[src/rtl/fetch_if.sv]
// Fetch-stage bus: decode/execute redirects, instruction memory port and the IF/ID register outputs.
interface fetch_if;
   logic        i_hold;
   logic        i_inst_busy;
   logic        i_data_busy;
   logic        i_dec_vld;
   logic [31:0] i_dec_pc;
   logic        i_jal;
   logic        i_jalr;
   logic [31:0] i_immediate;
   logic [31:0] i_jalr_rs1;
   logic        i_br_taken;
   logic [31:0] i_br_target;
   logic [31:0] o_imem_raddr;
   logic [31:0] i_imem_rdata;
   logic [31:0] o_pc;
   logic [31:0] o_nxt_pc;
   logic [31:0] o_inst;
   logic        o_vld;
   logic        o_flush;

   modport slave (
      input  i_hold, i_inst_busy, i_data_busy, i_dec_vld, i_dec_pc, i_jal, i_jalr,
             i_immediate, i_jalr_rs1, i_br_taken, i_br_target, i_imem_rdata,
      output o_imem_raddr, o_pc, o_nxt_pc, o_inst, o_vld, o_flush
   );

   modport master (
      output i_hold, i_inst_busy, i_data_busy, i_dec_vld, i_dec_pc, i_jal, i_jalr,
             i_immediate, i_jalr_rs1, i_br_taken, i_br_target, i_imem_rdata,
      input  o_imem_raddr, o_pc, o_nxt_pc, o_inst, o_vld, o_flush
   );
endinterface

[src/rtl/fetch.sv]
// RV32I instruction-fetch stage: PC, imem address, IF/ID register and a pending-redirect FSM
// that keeps redirects arriving during an instruction-cache miss from being lost.
module fetch #(
   parameter logic [31:0] RESET_ADDR = 32'h0000_0000
) (
   input  logic    i_clk,
   input  logic    i_rst,
   fetch_if.slave  bus
);
   typedef enum logic [1:0] {RUN, MISS, PEND} state_t;
   localparam logic [31:0] NOP = 32'h0000_0033;

   state_t      state_q, state_d;
   logic [31:0] pc_q, pc_d;
   logic [31:0] pend_q, pend_d;
   logic [31:0] ifid_pc_q, ifid_pc_d;
   logic [31:0] ifid_nxt_q, ifid_nxt_d;
   logic [31:0] ifid_inst_q, ifid_inst_d;
   logic        ifid_vld_q, ifid_vld_d;

   logic        stall, br_ok, jmp_ok, redir;
   logic [31:0] tgt, pc_plus4;

   assign stall    = bus.i_hold | bus.i_data_busy | bus.i_inst_busy;
   assign pc_plus4 = pc_q + 32'd4;

   // Jumps need decode to advance (no hold); a taken branch always wins.
   always_comb begin
      br_ok  = bus.i_br_taken & ~bus.i_data_busy;
      jmp_ok = bus.i_dec_vld & ~bus.i_hold & ~bus.i_data_busy;
      redir  = 1'b0;
      tgt    = pc_plus4;
      if (br_ok) begin
         redir = 1'b1;
         tgt   = bus.i_br_target;
      end else if (jmp_ok && bus.i_jalr) begin
         redir = 1'b1;
         tgt   = (bus.i_jalr_rs1 + bus.i_immediate) & ~32'h1;
      end else if (jmp_ok && bus.i_jal) begin
         redir = 1'b1;
         tgt   = bus.i_dec_pc + bus.i_immediate;
      end
   end

   always_comb begin
      state_d     = state_q;
      pc_d        = pc_q;
      pend_d      = pend_q;
      ifid_pc_d   = ifid_pc_q;
      ifid_nxt_d  = ifid_nxt_q;
      ifid_inst_d = ifid_inst_q;
      ifid_vld_d  = ifid_vld_q;
      if (!bus.i_data_busy) begin
         unique case (state_q)
            RUN: begin
               if (redir) begin
                  ifid_vld_d  = 1'b0;
                  ifid_inst_d = NOP;
                  if (bus.i_inst_busy) begin
                     pend_d  = tgt;
                     state_d = PEND;
                  end else begin
                     pc_d = tgt;
                  end
               end else if (bus.i_inst_busy) begin
                  if (!bus.i_hold) begin
                     ifid_vld_d  = 1'b0;
                     ifid_inst_d = NOP;
                  end
                  state_d = MISS;
               end else if (!stall) begin
                  pc_d        = pc_plus4;
                  ifid_pc_d   = pc_q;
                  ifid_nxt_d  = pc_plus4;
                  ifid_inst_d = bus.i_imem_rdata;
                  ifid_vld_d  = 1'b1;
               end
            end
            MISS: begin
               if (redir) begin
                  pend_d      = tgt;
                  state_d     = PEND;
                  ifid_vld_d  = 1'b0;
                  ifid_inst_d = NOP;
               end else if (!bus.i_inst_busy) begin
                  state_d = RUN;
                  if (!bus.i_hold) begin
                     pc_d        = pc_plus4;
                     ifid_pc_d   = pc_q;
                     ifid_nxt_d  = pc_plus4;
                     ifid_inst_d = bus.i_imem_rdata;
                     ifid_vld_d  = 1'b1;
                  end
               end else if (!bus.i_hold) begin
                  ifid_vld_d  = 1'b0;
                  ifid_inst_d = NOP;
               end
            end
            PEND: begin
               // The word returning for the old path is dropped; only the pending target survives.
               if (redir || !bus.i_hold) begin
                  ifid_vld_d  = 1'b0;
                  ifid_inst_d = NOP;
               end
               if (redir) pend_d = tgt;
               if (!bus.i_inst_busy) begin
                  pc_d    = redir ? tgt : pend_q;
                  state_d = RUN;
               end
            end
            default: state_d = RUN;
         endcase
      end
   end

   always_ff @(posedge i_clk) begin
      if (i_rst) begin
         state_q     <= RUN;
         pc_q        <= RESET_ADDR;
         pend_q      <= 32'h0;
         ifid_pc_q   <= RESET_ADDR;
         ifid_nxt_q  <= RESET_ADDR + 32'd4;
         ifid_inst_q <= NOP;
         ifid_vld_q  <= 1'b0;
      end else begin
         state_q     <= state_d;
         pc_q        <= pc_d;
         pend_q      <= pend_d;
         ifid_pc_q   <= ifid_pc_d;
         ifid_nxt_q  <= ifid_nxt_d;
         ifid_inst_q <= ifid_inst_d;
         ifid_vld_q  <= ifid_vld_d;
      end
   end

   assign bus.o_imem_raddr = pc_q;
   assign bus.o_pc         = ifid_pc_q;
   assign bus.o_nxt_pc     = ifid_nxt_q;
   assign bus.o_inst       = ifid_inst_q;
   assign bus.o_vld        = ifid_vld_q;
   assign bus.o_flush      = bus.i_br_taken & ~bus.i_data_busy & ~i_rst;
endmodule

[src/flat_wrapper.sv]
// flat-port wrapper written by rule: the top's interface ports become plain ports
module fetch_flat 
#(
   parameter logic [31:0] RESET_ADDR = 32'h0000_0000
)
  (i_clk, i_rst, bus_i_hold, bus_i_inst_busy, bus_i_data_busy, bus_i_dec_vld, bus_i_dec_pc, bus_i_jal, bus_i_jalr, bus_i_immediate, bus_i_jalr_rs1, bus_i_br_taken, bus_i_br_target, bus_i_imem_rdata, bus_o_imem_raddr, bus_o_pc, bus_o_nxt_pc, bus_o_inst, bus_o_vld, bus_o_flush);
  fetch_if bus_i ();
  input  logic i_clk;
  input  logic i_rst;
  input wire logic [$bits(bus_i.i_hold)-1:0] bus_i_hold;
  input wire logic [$bits(bus_i.i_inst_busy)-1:0] bus_i_inst_busy;
  input wire logic [$bits(bus_i.i_data_busy)-1:0] bus_i_data_busy;
  input wire logic [$bits(bus_i.i_dec_vld)-1:0] bus_i_dec_vld;
  input wire logic [$bits(bus_i.i_dec_pc)-1:0] bus_i_dec_pc;
  input wire logic [$bits(bus_i.i_jal)-1:0] bus_i_jal;
  input wire logic [$bits(bus_i.i_jalr)-1:0] bus_i_jalr;
  input wire logic [$bits(bus_i.i_immediate)-1:0] bus_i_immediate;
  input wire logic [$bits(bus_i.i_jalr_rs1)-1:0] bus_i_jalr_rs1;
  input wire logic [$bits(bus_i.i_br_taken)-1:0] bus_i_br_taken;
  input wire logic [$bits(bus_i.i_br_target)-1:0] bus_i_br_target;
  input wire logic [$bits(bus_i.i_imem_rdata)-1:0] bus_i_imem_rdata;
  output wire logic [$bits(bus_i.o_imem_raddr)-1:0] bus_o_imem_raddr;
  output wire logic [$bits(bus_i.o_pc)-1:0] bus_o_pc;
  output wire logic [$bits(bus_i.o_nxt_pc)-1:0] bus_o_nxt_pc;
  output wire logic [$bits(bus_i.o_inst)-1:0] bus_o_inst;
  output wire logic [$bits(bus_i.o_vld)-1:0] bus_o_vld;
  output wire logic [$bits(bus_i.o_flush)-1:0] bus_o_flush;
  assign bus_i.i_hold = bus_i_hold;
  assign bus_i.i_inst_busy = bus_i_inst_busy;
  assign bus_i.i_data_busy = bus_i_data_busy;
  assign bus_i.i_dec_vld = bus_i_dec_vld;
  assign bus_i.i_dec_pc = bus_i_dec_pc;
  assign bus_i.i_jal = bus_i_jal;
  assign bus_i.i_jalr = bus_i_jalr;
  assign bus_i.i_immediate = bus_i_immediate;
  assign bus_i.i_jalr_rs1 = bus_i_jalr_rs1;
  assign bus_i.i_br_taken = bus_i_br_taken;
  assign bus_i.i_br_target = bus_i_br_target;
  assign bus_i.i_imem_rdata = bus_i_imem_rdata;
  assign bus_o_imem_raddr = bus_i.o_imem_raddr;
  assign bus_o_pc = bus_i.o_pc;
  assign bus_o_nxt_pc = bus_i.o_nxt_pc;
  assign bus_o_inst = bus_i.o_inst;
  assign bus_o_vld = bus_i.o_vld;
  assign bus_o_flush = bus_i.o_flush;
  fetch #(.RESET_ADDR(RESET_ADDR)) u_core (.i_clk(i_clk), .i_rst(i_rst), .bus(bus_i));
endmodule
[config.mk]
export PLATFORM = sky130hd
export DESIGN_NAME = fetch_flat
export DESIGN_NICKNAME = d
export VERILOG_FILES = /design/src/rtl/fetch_if.sv /design/src/rtl/fetch.sv /design/src/flat_wrapper.sv
export SDC_FILE = /design/constraint.sdc
export NUM_CORES = 1
export LEC_CHECK = 0
export BUFFER_PORTS_ARGS = -buffer_cell sky130_fd_sc_hd__buf_2
export CORE_UTILIZATION = 25
export CTS_BUF_LIST = sky130_fd_sc_hd__clkbuf_16
export DETAILED_ROUTE_END_ITERATION = 10
export PLACE_DENSITY = 0.41
export SYNTH_ARGS = -nofsm -noshare
export SYNTH_HDL_FRONTEND = slang
export SYNTH_SLANG_ARGS = --single-unit
[constraint.sdc]
create_clock -name i_clk -period 5.1 [get_ports i_clk]
set_clock_uncertainty 0.05 [all_clocks]
set_input_delay 0.765 -clock i_clk [delete_from_list [all_inputs] [get_ports i_clk]]
set_output_delay 0.765 -clock i_clk [all_outputs]
set_load 0.05 [all_outputs]
# After elaboration in Yosys (flattened, before gate mapping)
# Cells that the tools add are included.
dict set report word_totals {
  ff_bits 163
  output_inout_bits 130
  word_cells 100
}
dict set report op_classes {
  add_sub_neg 3
  n_eq_ne 15
  muxes 52
  bitwise_logic 9
  n_reduce_logical 14
}
# op count
set op_table {}
lappend op_table {{two-way mux 32 bit} 29}
lappend op_table {{case mux 32 bit (2 select lines)} 3}
lappend op_table {{case mux 32 bit (3 select lines)} 2}
lappend op_table {{adder 32 bit} 2}
lappend op_table {{adder 32 x 3 -> 32 bit, second input constant} 1}
lappend op_table {{!= test 2 bit, second input constant} 8}
lappend op_table {{AND reduction 8 bit} 2}
lappend op_table {{two-way mux 1 bit} 11}
lappend op_table {{two-way mux 2 bit} 5}
lappend op_table {{case mux 2 bit (3 select lines)} 1}
lappend op_table {{AND reduction 5 bit} 1}
lappend op_table {{AND 1 bit} 4}
lappend op_table {{!= test 2 x 1 -> 1 bit, second input constant} 2}
lappend op_table {{!= test 4 x 3 -> 1 bit, second input constant} 1}
lappend op_table {{!= test 4 bit, second input constant} 1}
lappend op_table {{AND reduction 4 bit} 1}
lappend op_table {{nonzero test 2 bit} 2}
lappend op_table {{!= test 3 bit, second input constant} 1}
lappend op_table {{NOT 1 bit} 3}
lappend op_table {{case mux 1 bit (3 select lines)} 1}
lappend op_table {{nonzero test 3 bit} 1}
lappend op_table {{equality test 2 x 1 -> 1 bit, second input constant} 1}
lappend op_table {{equality test 2 bit, second input constant} 1}
lappend op_table {{logical AND 1 bit} 2}
lappend op_table {{6 further kinds} 7}

# Logic depth before layout (Yosys ltp)
# Gate-level depths: netlist of the first run.
dict set report logic_depth {
  ltp_word 10
  mapped_depth 13
  depth_no_buf 11
}

# Least setup slack after synthesis of the first run
# OpenSTA, ideal clock, no wires.
dict set report synth_timing {
  kind {input to register}
  from {in bus_i_immediate[0]}
  to {reg u_core.pend_q[24]}
  t_arrival_ns 3.329
  slack_ns 1.630
  path_stages 11
  n_path_buf 0
  path_cell_list {and2_1 fa_1 a21o_1 a221oi_1 o211a_1 or4_1 o211ai_2 a221oi_1 xor2_1 a211o_1 a311oi_1}
}
dict set report synth_between {
  elab_chain_cells 7
  word_cells_on_any_way 9
  classes_between {2 x add/sub; 7 x mux}
}
# item line_no
set synth_lines {}
lappend synth_lines {{start: declaration} flat_wrapper.sv:17} ;# input wire logic [$bits(bus_i.i_immediate)-1:0] bus_i_immediate;
lappend synth_lines {{adder 32 bit} fetch.sv:41} ;# tgt = bus.i_dec_pc + bus.i_immediate;
lappend synth_lines {{two-way mux 32 bit} fetch.sv:39} ;# end else if (jmp_ok && bus.i_jal) begin
lappend synth_lines {{two-way mux 32 bit (*)} fetch.sv:36} ;# end else if (jmp_ok && bus.i_jalr) begin
lappend synth_lines {{two-way mux 32 bit (*)} fetch.sv:33} ;# if (br_ok) begin
lappend synth_lines {{two-way mux 32 bit} fetch.sv:59} ;# if (bus.i_inst_busy) begin
lappend synth_lines {{two-way mux 32 bit} fetch.sv:56} ;# if (redir) begin
lappend synth_lines {{case mux 32 bit (2 select lines) (*)} fetch.sv:54} ;# unique case (state_q)
lappend synth_lines {{end signal: assignment} fetch.sv:128} ;# pend_q <= pend_d;
lappend synth_lines {{end: declaration} fetch.sv:15} ;# logic [31:0] pend_q, pend_d;
# Mark *: on every way between the ends. The rest lies on a longest branch, timed or not. The select of a mux whose other input is x is not followed.
# A chain may end at the register's enable or synchronous reset.

# Final worst setup path of the first run
# Same ends and word-level chain as after synthesis.

==> summary.txt, run 1 <==
Synth
  • Synth cell types: 87
  • Yosys warns: 0
  • Yosys top cell area share: 28.1%
  • Synth top area cells: dfxtp_1 28%, a21oi_1 7.2%, ha_1 7.2%, nand2_1 6.3%, nor2_1 5.8%
  • Seq/Total Area, Yosys: 28.1%
  • Main synth FF type: dfxtp_1
  • Seq cells post-synth: 161
  • Post-synth EDFFs: 0
  • Mean post-synth cell area: 7.45 um2
  • Mapped Cells: 1541
  • Syn_nets: 1778
  • Synth area leader: dfxtp_1
  • Async SR Flop Fraction: 0%
  • Cell Area, Synth: 11500 um2

Clock network
  • Htree depth: 4
  • Post-CTS setup buffer count: 0
  • Cts hold-fix bufs: 0
  • Clock input transition at the sequential cells of the worst setup and hold paths: 70 ps
  • Clock root buffer: clkbuf_16
  • Worst skew pair latency: 460 ps
  • Num CTS Buffers: 17
  • Resize count post-CTS: 0
  • CTS tree: done
  • Clk buf depth: 2
  • Clock Sink Count: 161

GRT
  • First-pass GRT wire length: 78200 um
  • Tot GR Track Use: 22.1%
  • Largest net degree at the start of global routing: 79
  • Vias in the first global route: 12112
  • Gr ovfl total: 0
  • Initial antenna violation count: 10

STA
  • Rel. slew slack: 31.6%
  • Final period util: 72.2%
  • Worst slew pin tran: 1020 ps
  • Final setup viols: 0
  • Hold slack: 396 ps
  • Slew Limit Fails: 0
  • Setup TNS: 0 ps
  • Setup ws final: 1420 ps
  • Fmax: 0.272 GHz
  • Min cycle time layout: 3680 ps
  • Final Hold Fails: 0
  • RSZ-0062 raised after global routing: false

Routing
  • WL/cell: 22.2 um
  • Drt drc: 0
  • Vias/cell: 5.35
  • Post-route ant nets: 0
  • Drt pass-1 iters: 6
  • Initial DRC Count: 1183
  • Drt total wl: 53100 um
  • Routed vias: 12809

Power and ir drop
  • Pint: 2380 uW
  • Final Total Pwr: 3980 uW
  • Peak supply drop: 0.194 mV
  • Cell area power density: 282 nW/um2
  • Reg power frac: 35.0%
  • Sw frac: 40.2%
  • Combinational power share: 32.0%
  • Leak pwr: 0.00577 uW
  • Power share of the clock group: 33.0%
  • Sw power: 1600 uW

Worst setup path
  • CP Max Fanout: 4
  • Reg2reg start: u_core.bus.o_imem_raddr[2]
  • CP required: 5410 ps
  • Startpoint Class: primary input
  • Arr. time, crit path: 3990 ps
  • Crit. Startpoint: bus_i_immediate[0]
  • Reg2Reg Setup Slack: 1470 ps
  • Crit end category: register
  • Kind of critical path: primary input to register

Placed design
  • GP Congestion: 0.949
  • Dpl hpwl: 41500 um
  • DP Cell Count: 2359
  • IO buf count: 298
  • Pre-CTS WS: 1020 ps

Floorplan
  • Core Region: 45300 um2
  • DIE WIDTH: 216 um
  • Die height: 216 um
  • # IOs: 299
  • Die Area: 46800 um2
  • Row Count: 78
  • Starting density of the core: 25.3%

Outcome
  • Status: finished, final reports clean

Layout
  • Post-route insts no fill: 2394
  • Share of layout cells above drive strength 1: 22.1%
  • Synth-to-Final Area Change: 22.9%
  • Nets: 2015

Min path
  • Hold path start: u_core.bus.o_inst[31]
  • Min-Delay Path Class: register to register

Flow run
  • Max-cap violations: 0
[through the flow]
step                utilization (%)  instance area [um2]
finish                         31.1                14100
floorplan                         -                11500
detailed placement             29.8                13500
CTS                            31.1                14100
global route                   31.1                14100
global placement               29.8                13500
[critical path, stage by stage]
cell	delay (ps)
buf_2	120
and2_1	160
fa_1	390
a21o_1	190
a221oi_1	500
o211a_1	410
or4_1	180
o211ai_2	160
a221oi_1	350
xor2_1	200
a211o_1	320
a311oi_1	250
[registers in the layout, summed over array words and instances, names as in the netlist]
signal                   cells
u_core.bus.o_nxt_pc         32
u_core.bus.o_vld             1
u_core.pend_q               32
u_core.state_q               2
u_core.bus.o_imem_raddr     32
u_core.bus.o_pc             30
u_core.bus.o_inst           32
[cell type report]
cell class	instances	area, um2
Clock inverter	15	166
Clock buffer	17	425
Inverter	24	90.1
Fill cell	5106	31200
Antenna cell	3	7.51
Tap cell	600	751
Timing Repair Buffer	327	1720
Sequential cell	161	3220
Multi-Input combinational cell	1247	7710
[cell families after synthesis]
kind of cell	share of synthesized area [%]
multiplexers	0.534
AND/OR/NAND/NOR	21.3
adder cells (fa/ha/maj)	7.54
buffers and inverters	5.01
AO/OA/AOI/OAI	31.8
flip-flops	28.1
XOR/XNOR	5.65
[cell usage in the layout, fill, tap and decap left out, types with 6 or more instances in the layout]
cell type and n:
buf_2 297, nand2_1 192, nor2_1 175, a21oi_1 164, dfxtp_1 161, o21ai_0 89, ha_1 66, nor3_1 44
o211ai_1 42, a211oi_1 41, nand3_1 40, xnor2_1 37, xor2_1 37, a22oi_1 32, buf_4 29, inv_1 23
a21o_1 19, a31oi_1 17, nand4_1 17, clkbuf_16 17, or3_1 15, a221oi_1 13, and3_1 10, o21a_1 10
o31ai_1 9, a311oi_1 9, nand2b_1 8, o21bai_1 7, o22ai_1 6, a21boi_0 6, a211o_1 6
[metal layers]
layer / track usage, % / wire (um) / vias up / share of wire (%)
li1: - / - / 6173 / -
met4: 5.59 / 1080 / 14 / 2.0
met2: 34.4 / 23500 / 442 / 44
met3: 5.08 / 3870 / 62 / 7.3
met5: 0 / 70 / - / 0.13
met1: 30.6 / 24600 / 6118 / 46
[synth_stat cells (6+ instances only)]
| library cell | instances |
|---|---|
| nand2_1 | 192 |
| nor2_1 | 177 |
| a21oi_1 | 165 |
| dfxtp_1 | 161 |
| o21ai_0 | 89 |
| clkbuf_1 | 86 |
| ha_1 | 66 |
| nor3_1 | 44 |
| o211ai_1 | 42 |
| a211oi_1 | 41 |
| nand3_1 | 41 |
| xnor2_1 | 37 |
| xor2_1 | 37 |
| a22oi_1 | 32 |
| inv_1 | 23 |
| a21o_1 | 19 |
| a31oi_1 | 17 |
| nand4_1 | 17 |
| or3_1 | 15 |
| a221oi_1 | 13 |
| and3_1 | 11 |
| buf_2 | 10 |
| o21a_1 | 10 |
| a311oi_1 | 9 |
| nand2b_1 | 9 |
| o31ai_1 | 9 |
| o21bai_1 | 7 |
| a211o_1 | 6 |
| a21boi_0 | 6 |
| nor2b_1 | 6 |
| o22ai_1 | 6 |
[power groups by stage]
| stage | Clock, uW | Combinational [uW] | Sequential, uW |
|---|---|---|---|
| final | 1310 | 1270 | 1390 |
| after global routing | 1400 | 1370 | 1400 |
| after CTS | 1350 | 1270 | 1390 |
| after detailed placement | 0 | 1270 | 1420 |
| after global placement | 0 | 1270 | 1420 |
| after floorplan | 0 | 677 | 1540 |
[worst paths after layout]
check | to | cells after the start
worst min-delay path | u_core.bus.o_inst[31] | 2
worst max-delay path | u_core.pend_q[24] | 12
worst min register to register | u_core.bus.o_inst[31] | 2
worst max register to register | u_core.bus.o_imem_raddr[28] | 10
No activity file was read; power rests on OpenSTA's default activity.
==> run 2, diff against run 1 <==
==> constraint.sdc (replaced) <==
create_clock -name i_clk -period 3.6 [get_ports i_clk]
set_clock_uncertainty 0.05 [all_clocks]
set_input_delay 0.54 -clock i_clk [delete_from_list [all_inputs] [get_ports i_clk]]
set_output_delay 0.54 -clock i_clk [all_outputs]
set_load 0.05 [all_outputs]
==> run 2 against run 1 <==
Compared with the run above:
- hold slack got worse by 110 ps
- wire length rose by 4.1%
- largest cell class unchanged
- cell count rose by 5.3%
- clock power rose by 44%
- global-route usage rose by 0.87 points
- first-iteration DRC count fell by 7.9%
- worst setup slack got worse by 1000 ps
==> summary.txt, run 2 (synthesis results as in run 1) <==
Floorplan
  • Die height: 216 um (unchanged)
  • Core Region: 45300 um2 (unchanged)
  • Die Area: 46800 um2 (unchanged)
  • Row Count: 78 (unchanged)
  • DIE WIDTH: 216 um (unchanged)
  • # IOs: 299 (unchanged)
  • Starting density of the core: 25.3% (unchanged)

Clock network
  • Resize count post-CTS: 0 (unchanged)
  • Num CTS Buffers: 17 (unchanged)
  • Clk buf depth: 2 (unchanged)
  • Clock Sink Count: 161 (unchanged)
  • CTS tree: done
  • Htree depth: 4 (unchanged)
  • Clock root buffer: clkbuf_16
  • Cts hold-fix bufs: 0 (unchanged)
  • Post-CTS setup buffer count: 0 (unchanged)
  • Worst skew pair latency: 470 ps (about the same)
  • Clock input transition at the sequential cells of the worst setup and hold paths: 70 ps (about the same)

Power and ir drop
  • Leak pwr: 0.00642 uW (+11%)
  • Pint: 3530 uW (+48%)
  • Combinational power share: 35.0% (+3.0 points)
  • Reg power frac: 32.9% (-2.1 points)
  • Sw power: 2340 uW (+46%)
  • Peak supply drop: 0.300 mV (+55%)
  • Sw frac: 39.9% (-0.31 points)
  • Power share of the clock group: 32.1% (-0.9 points)
  • Cell area power density: 388 nW/um2 (+38%)

GRT
  • Tot GR Track Use: 23.0% (+0.87 points)
  • Vias in the first global route: 12695 (+4.8%)
  • First-pass GRT wire length: 81500 um (+4.3%)
  • Largest net degree at the start of global routing: 95 (+20%)
  • Gr ovfl total: 0 (unchanged)
  • Initial antenna violation count: 9 (-1)

STA
  • RSZ-0062 raised after global routing: false
  • Worst slew pin tran: 1160 ps (+139 ps)
  • Slew Limit Fails: 0 (unchanged)
  • Final period util: 89.0%
  • Final Hold Fails: 0 (unchanged)
  • Final setup viols: 0 (unchanged)
  • Fmax: 0.312 GHz
  • Min cycle time layout: 3200 ps
  • Rel. slew slack: 22.6% (-9.0 points)

Worst setup path
  • Crit end category: register
  • Arr. time, crit path: 3480 ps (-510 ps)
  • Startpoint Class: primary input
  • Kind of critical path: primary input to register
  • CP required: 3880 ps (-1530 ps)
  • CP Max Fanout: 5 (+1)

Routing
  • Drt drc: 0 (unchanged)
  • Drt pass-1 iters: 5 (-1)
  • Vias/cell: 5.25 (-1.8%)
  • Drt total wl: 55300 um (+4.1%)
  • Post-route ant nets: 0 (unchanged)
  • WL/cell: 21.9 um (-1.2%)
  • Routed vias: 13250 (+3.4%)
  • Initial DRC Count: 1089 (-7.9%)

Placed design
  • DP Cell Count: 2488 (+5.5%)
  • Dpl hpwl: 43800 um (+5.5%)
  • IO buf count: 298 (unchanged)
  • GP Congestion: 0.925 (-2.6%)
  • Cell area after placement: 14500 um2 (+7.5%)

Flow run
  • Max-cap violations: 0 (unchanged)

Layout
  • Nets: 2144 (+6.4%)
  • Fin area: 15100 um2 (+7.2%)
  • Filler Cell Count: 5003 (-2.0%)
  • Commonest cells after routing, fill and taps aside: 297 x buf_2, 192 x nand2_1, 176 x nor2_1
  • Share of layout cells above drive strength 1: 27.2% (+5.2 points)
  • Post-route insts no fill: 2522 (+5.3%)
  • Synth-to-Final Area Change: 31.7%
  • Leading cell type in the layout, fill and taps excluded: buf_2

Min path
  • Min-Delay Path Class: primary input to register

Outcome
  • Status: finished, final reports clean
==> run 2: path summary, 6_finish.rpt <==
kind	startpoint	endpoint	slack, ps	depth (start not counted)
max	bus_i_immediate[4]	u_core.pend_q[29]	400	12
min	bus_i_imem_rdata[18]	u_core.bus.o_inst[18]	290	3
max reg2reg	u_core.bus.o_imem_raddr[7]	u_core.bus.o_imem_raddr[15]	500	10
min reg2reg	u_core.bus.o_pc[28]	u_core.bus.o_pc[28]	400	2
==> run 2: layout make-up <==
type | count | area [um2] | share of cell area, %
antenna | 2 | 5.00 | 0.0331
clock buffer | 17 | 425 | 2.82
clock inverter | 15 | 164 | 1.08
inverter | 24 | 90.1 | 0.596
multi-input combinational | 1247 | 7710 | 51.0
sequential | 161 | 3220 | 21.3
tap | 600 | 751 | 4.97
timing repair buffer | 456 | 2740 | 18.1
==> run 2: per-layer routing <==
layer	GRT usage, %	wire [um]	up-vias
met5	0	57	-
met4	4.20	729	10
met3	5.19	3640	43
met2	36.1	24600	434
met1	32.2	26200	6341
li1	-	-	6422
==> run 2: per-stage QoR <==
step	util (%)	setup WS [ps]	power [uW]	TNS (ps)	hold slack, ps
after floorplan	-	355	3140	0	382
after global placement	32.1	-47.0	4010	-47.0	389
after detailed placement	32.1	-47.6	4000	-77.6	394
after CTS	33.4	418	5900	0	264
after global routing	33.4	120	6130	0	268
final	33.4	396	5860	0	286
==> run 2: worst max-delay path, cell delays in order <==
cell	delay (ps)
buf_2	110
buf_4	130
ha_1	320
a21oi_1	280
o31ai_1	170
o21a_1	220
o211a_1	260
o31ai_2	570
nor4_1	140
mux2i_1	240
o21ai_1	100
a2111oi_0	390
==> run 2: power groups by stage <==
| stage | sequential, uW | combinational, uW | clock, uW |
|---|---|---|---|
| detailed placement | 1970 | 2040 | 0 |
| finish | 1930 | 2050 | 1890 |
| global route | 1940 | 2200 | 1990 |
| global placement | 1970 | 2040 | 0 |
| CTS | 1930 | 2040 | 1930 |
| floorplan | 2180 | 959 | 0 |
==> run 3, diff against run 2 <==
==> constraint.sdc (replaced) <==
create_clock -name i_clk -period 4.02 [get_ports i_clk]
set_clock_uncertainty 0.05 [all_clocks]
set_input_delay 0.603 -clock i_clk [delete_from_list [all_inputs] [get_ports i_clk]]
set_output_delay 0.603 -clock i_clk [all_outputs]
set_load 0.05 [all_outputs]
==> run 3 against run 2 <==
Compared with the run above:
- hold slack better by 58 ps
- worst setup slack better by 140 ps
- critical path type unchanged
- final area down 4.1%
- sequential share of layout area up 0.91 points
==> summary.txt, run 3 (synthesis results as in run 1) <==
Clock network
  • CTS tree: done
  • Clock Sink Count: 161 (unchanged)
  • Worst skew pair latency: 450 ps (-20 ps)
  • Resize count post-CTS: 0 (unchanged)
  • Htree depth: 4 (unchanged)
  • Post-CTS setup buffer count: 0 (unchanged)
  • Clock input transition at the sequential cells of the worst setup and hold paths: 80 ps (about the same)
  • Num CTS Buffers: 17 (unchanged)
  • Clock root buffer: clkbuf_16
  • Cts hold-fix bufs: 0 (unchanged)
  • Clk buf depth: 2 (unchanged)

Worst setup path
  • Crit-path cells: buf_2 > ha_1 > a21o_1 > a211oi_1 > nand3_1 > a21boi_1 > nand2b_1 > mux2_2 > a211oi_1 > buf_4 > nor2_1 > o221a_2
  • Arr. time, crit path: 3770 ps (+290 ps)
  • RR Endpoint: u_core.bus.o_imem_raddr[27]
  • Max incr delay on CP: 500 ps (-70 ps)
  • Reg2Reg Setup Slack: 670 ps (+170 ps)
  • CP Max Fanout: 4 (-1)
  • Crit end category: register
  • Kind of critical path: primary input to register
  • Worst Path Buf+Inv: 2 (unchanged)
  • Slowest cell on the critical path: a211oi_1
  • Critical path's top delay family: compound AO/OA/AOI/OAI gates
  • CP required: 4310 ps (+430 ps)
  • Reg2Reg Depth: 10 (unchanged)
  • Startpoint Class: primary input
  • Most Frequent Cell on Critical Path: a211oi_1
  • Reg2reg start: u_core.bus.o_imem_raddr[5]

Power and ir drop
  • Power share of the clock group: 33.5% (+1.4 points)
  • Pint: 3140 uW (-11%)
  • Peak supply drop: 0.242 mV (-19%)
  • Cell area power density: 359 nW/um2 (-7.6%)
  • Leak pwr: 0.00601 uW (-6.3%)
  • Sw frac: 39.6% (-0.23 points)
  • Combinational power share: 33.0% (-2.0 points)
  • Sw power: 2060 uW (-12%)
  • Reg power frac: 33.5% (+0.6 points)

Floorplan
  • Die Area: 46800 um2 (unchanged)
  • Die height: 216 um (unchanged)
  • Row Count: 78 (unchanged)
  • # IOs: 299 (unchanged)
  • DIE WIDTH: 216 um (unchanged)
  • Core Region: 45300 um2 (unchanged)
  • Starting density of the core: 25.3% (unchanged)

Placed design
  • GP Congestion: 0.922 (-0.29%)
  • Cell area after placement: 13900 um2 (-4.5%)
  • Dpl hpwl: 42400 um (-3.1%)
  • IO buf count: 298 (unchanged)

Min path
  • Number of stages on the worst hold path: 3 (unchanged)
  • Hold path start: bus_i_imem_rdata[13]
  • Min-Delay Path Class: primary input to register
  • Worst Hold End: u_core.bus.o_inst[13]

Routing
  • Drt pass-1 iters: 7 (+2)
  • Initial DRC Count: 1181 (+8.4%)
  • Drt drc: 0 (unchanged)
  • WL/cell: 22.1 um (+0.82%)
  • Post-route ant nets: 0 (unchanged)
  • Vias/cell: 5.33 (+1.4%)
  • Routed vias: 13007 (-1.8%)
  • DR top layer: met5
  • Metal2 WL: 24200 um (-2.0%)
  • Drt total wl: 54000 um (-2.4%)
  • Met1 wire length: 25300 um (-3.5%)
  • Met3 WL: 3530 um (-3.0%)

STA
  • Final setup viols: 0 (unchanged)
  • Min cycle time layout: 3490 ps
  • Final Hold Fails: 0 (unchanged)
  • Slew Limit Fails: 0 (unchanged)
  • Final period util: 86.7%
  • Hold slack: 344 ps (+58.5 ps)
  • Worst slew pin tran: 1040 ps (-123 ps)
  • Fmax: 0.287 GHz
  • Setup TNS: 0 ps (unchanged)
  • Rel. slew slack: 30.7% (+8.1 points)
  • RSZ-0062 raised after global routing: false

GRT
  • Largest net degree at the start of global routing: 78 (-18%)
  • Initial antenna violation count: 13 (+4)
  • First-pass GRT wire length: 79700 um (-2.3%)
  • Vias in the first global route: 12227 (-3.7%)
  • Tot GR Track Use: 22.6% (-0.40 points)
  • Gr ovfl total: 0 (unchanged)

Layout
  • Leading cell type in the layout, fill and taps excluded: buf_2
  • Fin area: 14500 um2 (-4.1%)
  • Commonest cells after routing, fill and taps aside: 297 x buf_2, 192 x nand2_1, 175 x nor2_1
  • Share of layout cells above drive strength 1: 24.0% (-3.2 points)
  • Synth-to-Final Area Change: 26.3%
  • Filler Cell Count: 4984 (-0.38%)
  • Nets: 2062 (-3.8%)

Flow run
  • Max-cap violations: 0 (unchanged)

Outcome
  • Status: finished, final reports clean
[run 3: changes by cell type in the layout (fill, tap and decap cells not counted), sizes merged]
cell,previous run,this run
diode,2,4
clkinv,6,5
bufinv,0,1
buf,456,374
[run 3: worst max-delay path by stage]
stage                          startpoint                     endpoint  slack [ps]  depth (start not counted)
3_3_place_gp            bus_i_jalr_rs1[4]  u_core.bus.o_imem_raddr[27]         170                         12
6_report                bus_i_jalr_rs1[4]  u_core.bus.o_imem_raddr[27]         530                         12
3_5_place_dp            bus_i_jalr_rs1[4]  u_core.bus.o_imem_raddr[27]         180                         12
2_1_floorplan          bus_i_immediate[0]            u_core.pend_q[24]         710                         11
5_1_grt        u_core.bus.o_imem_raddr[5]  u_core.bus.o_imem_raddr[27]         470                         10
4_1_cts                 bus_i_jalr_rs1[4]  u_core.bus.o_imem_raddr[27]         640                         12
[run 3: worst reg2reg max path: cells and delay by family (launching register included)]
family / cells / cell delay, ps
simple gates: 5 / 1490
buf+inv: 1 / 190
flops: 1 / 500
xor+xnor: 1 / 250
compound gates: 3 / 750
[run 3: power by group through the flow]
stage | clock network (uW) | registers, uW | logic, uW
5_1_grt | 1850 | 1750 | 1840
4_1_cts | 1780 | 1740 | 1710
6_report | 1740 | 1740 | 1720
2_1_floorplan | 0 | 1950 | 859
3_5_place_dp | 0 | 1780 | 1710
3_3_place_gp | 0 | 1780 | 1710
[run 3: per-stage QoR]
| step | power (uW) | std cells | utilization (%) | setup WS (ps) |
|---|---|---|---|---|
| floorplan | 2810 | 1541 | - | 712 |
| global placement | 3490 | 2406 | 30.6 | 174 |
| detailed placement | 3480 | 2406 | 30.6 | 180 |
| CTS | 5240 | 2438 | 32.0 | 641 |
| global route | 5450 | 2441 | 32.0 | 469 |
| finish | 5200 | 2442 | 32.0 | 534 |
[run 3: per-layer routing]
layer  global-route usage, %  vias up
met4                    5.00       16
met5                       0        -
met3                    4.58       56
met1                    31.8     6226
li1                        -     6255
met2                    35.2      454
[run 3: layout make-up]
| class | count | area (um2) | area share (%) |
|---|---|---|---|
| Sequential cell | 161 | 3220 | 22.2 |
| Antenna cell | 4 | 10.0 | 0.0691 |
| Tap cell | 600 | 751 | 5.18 |
| Timing Repair Buffer | 374 | 2090 | 14.4 |
| Clock inverter | 15 | 190 | 1.31 |
| Multi-Input combinational cell | 1247 | 7710 | 53.2 |
| Clock buffer | 17 | 425 | 2.94 |
| Inverter | 24 | 90.1 | 0.622 |
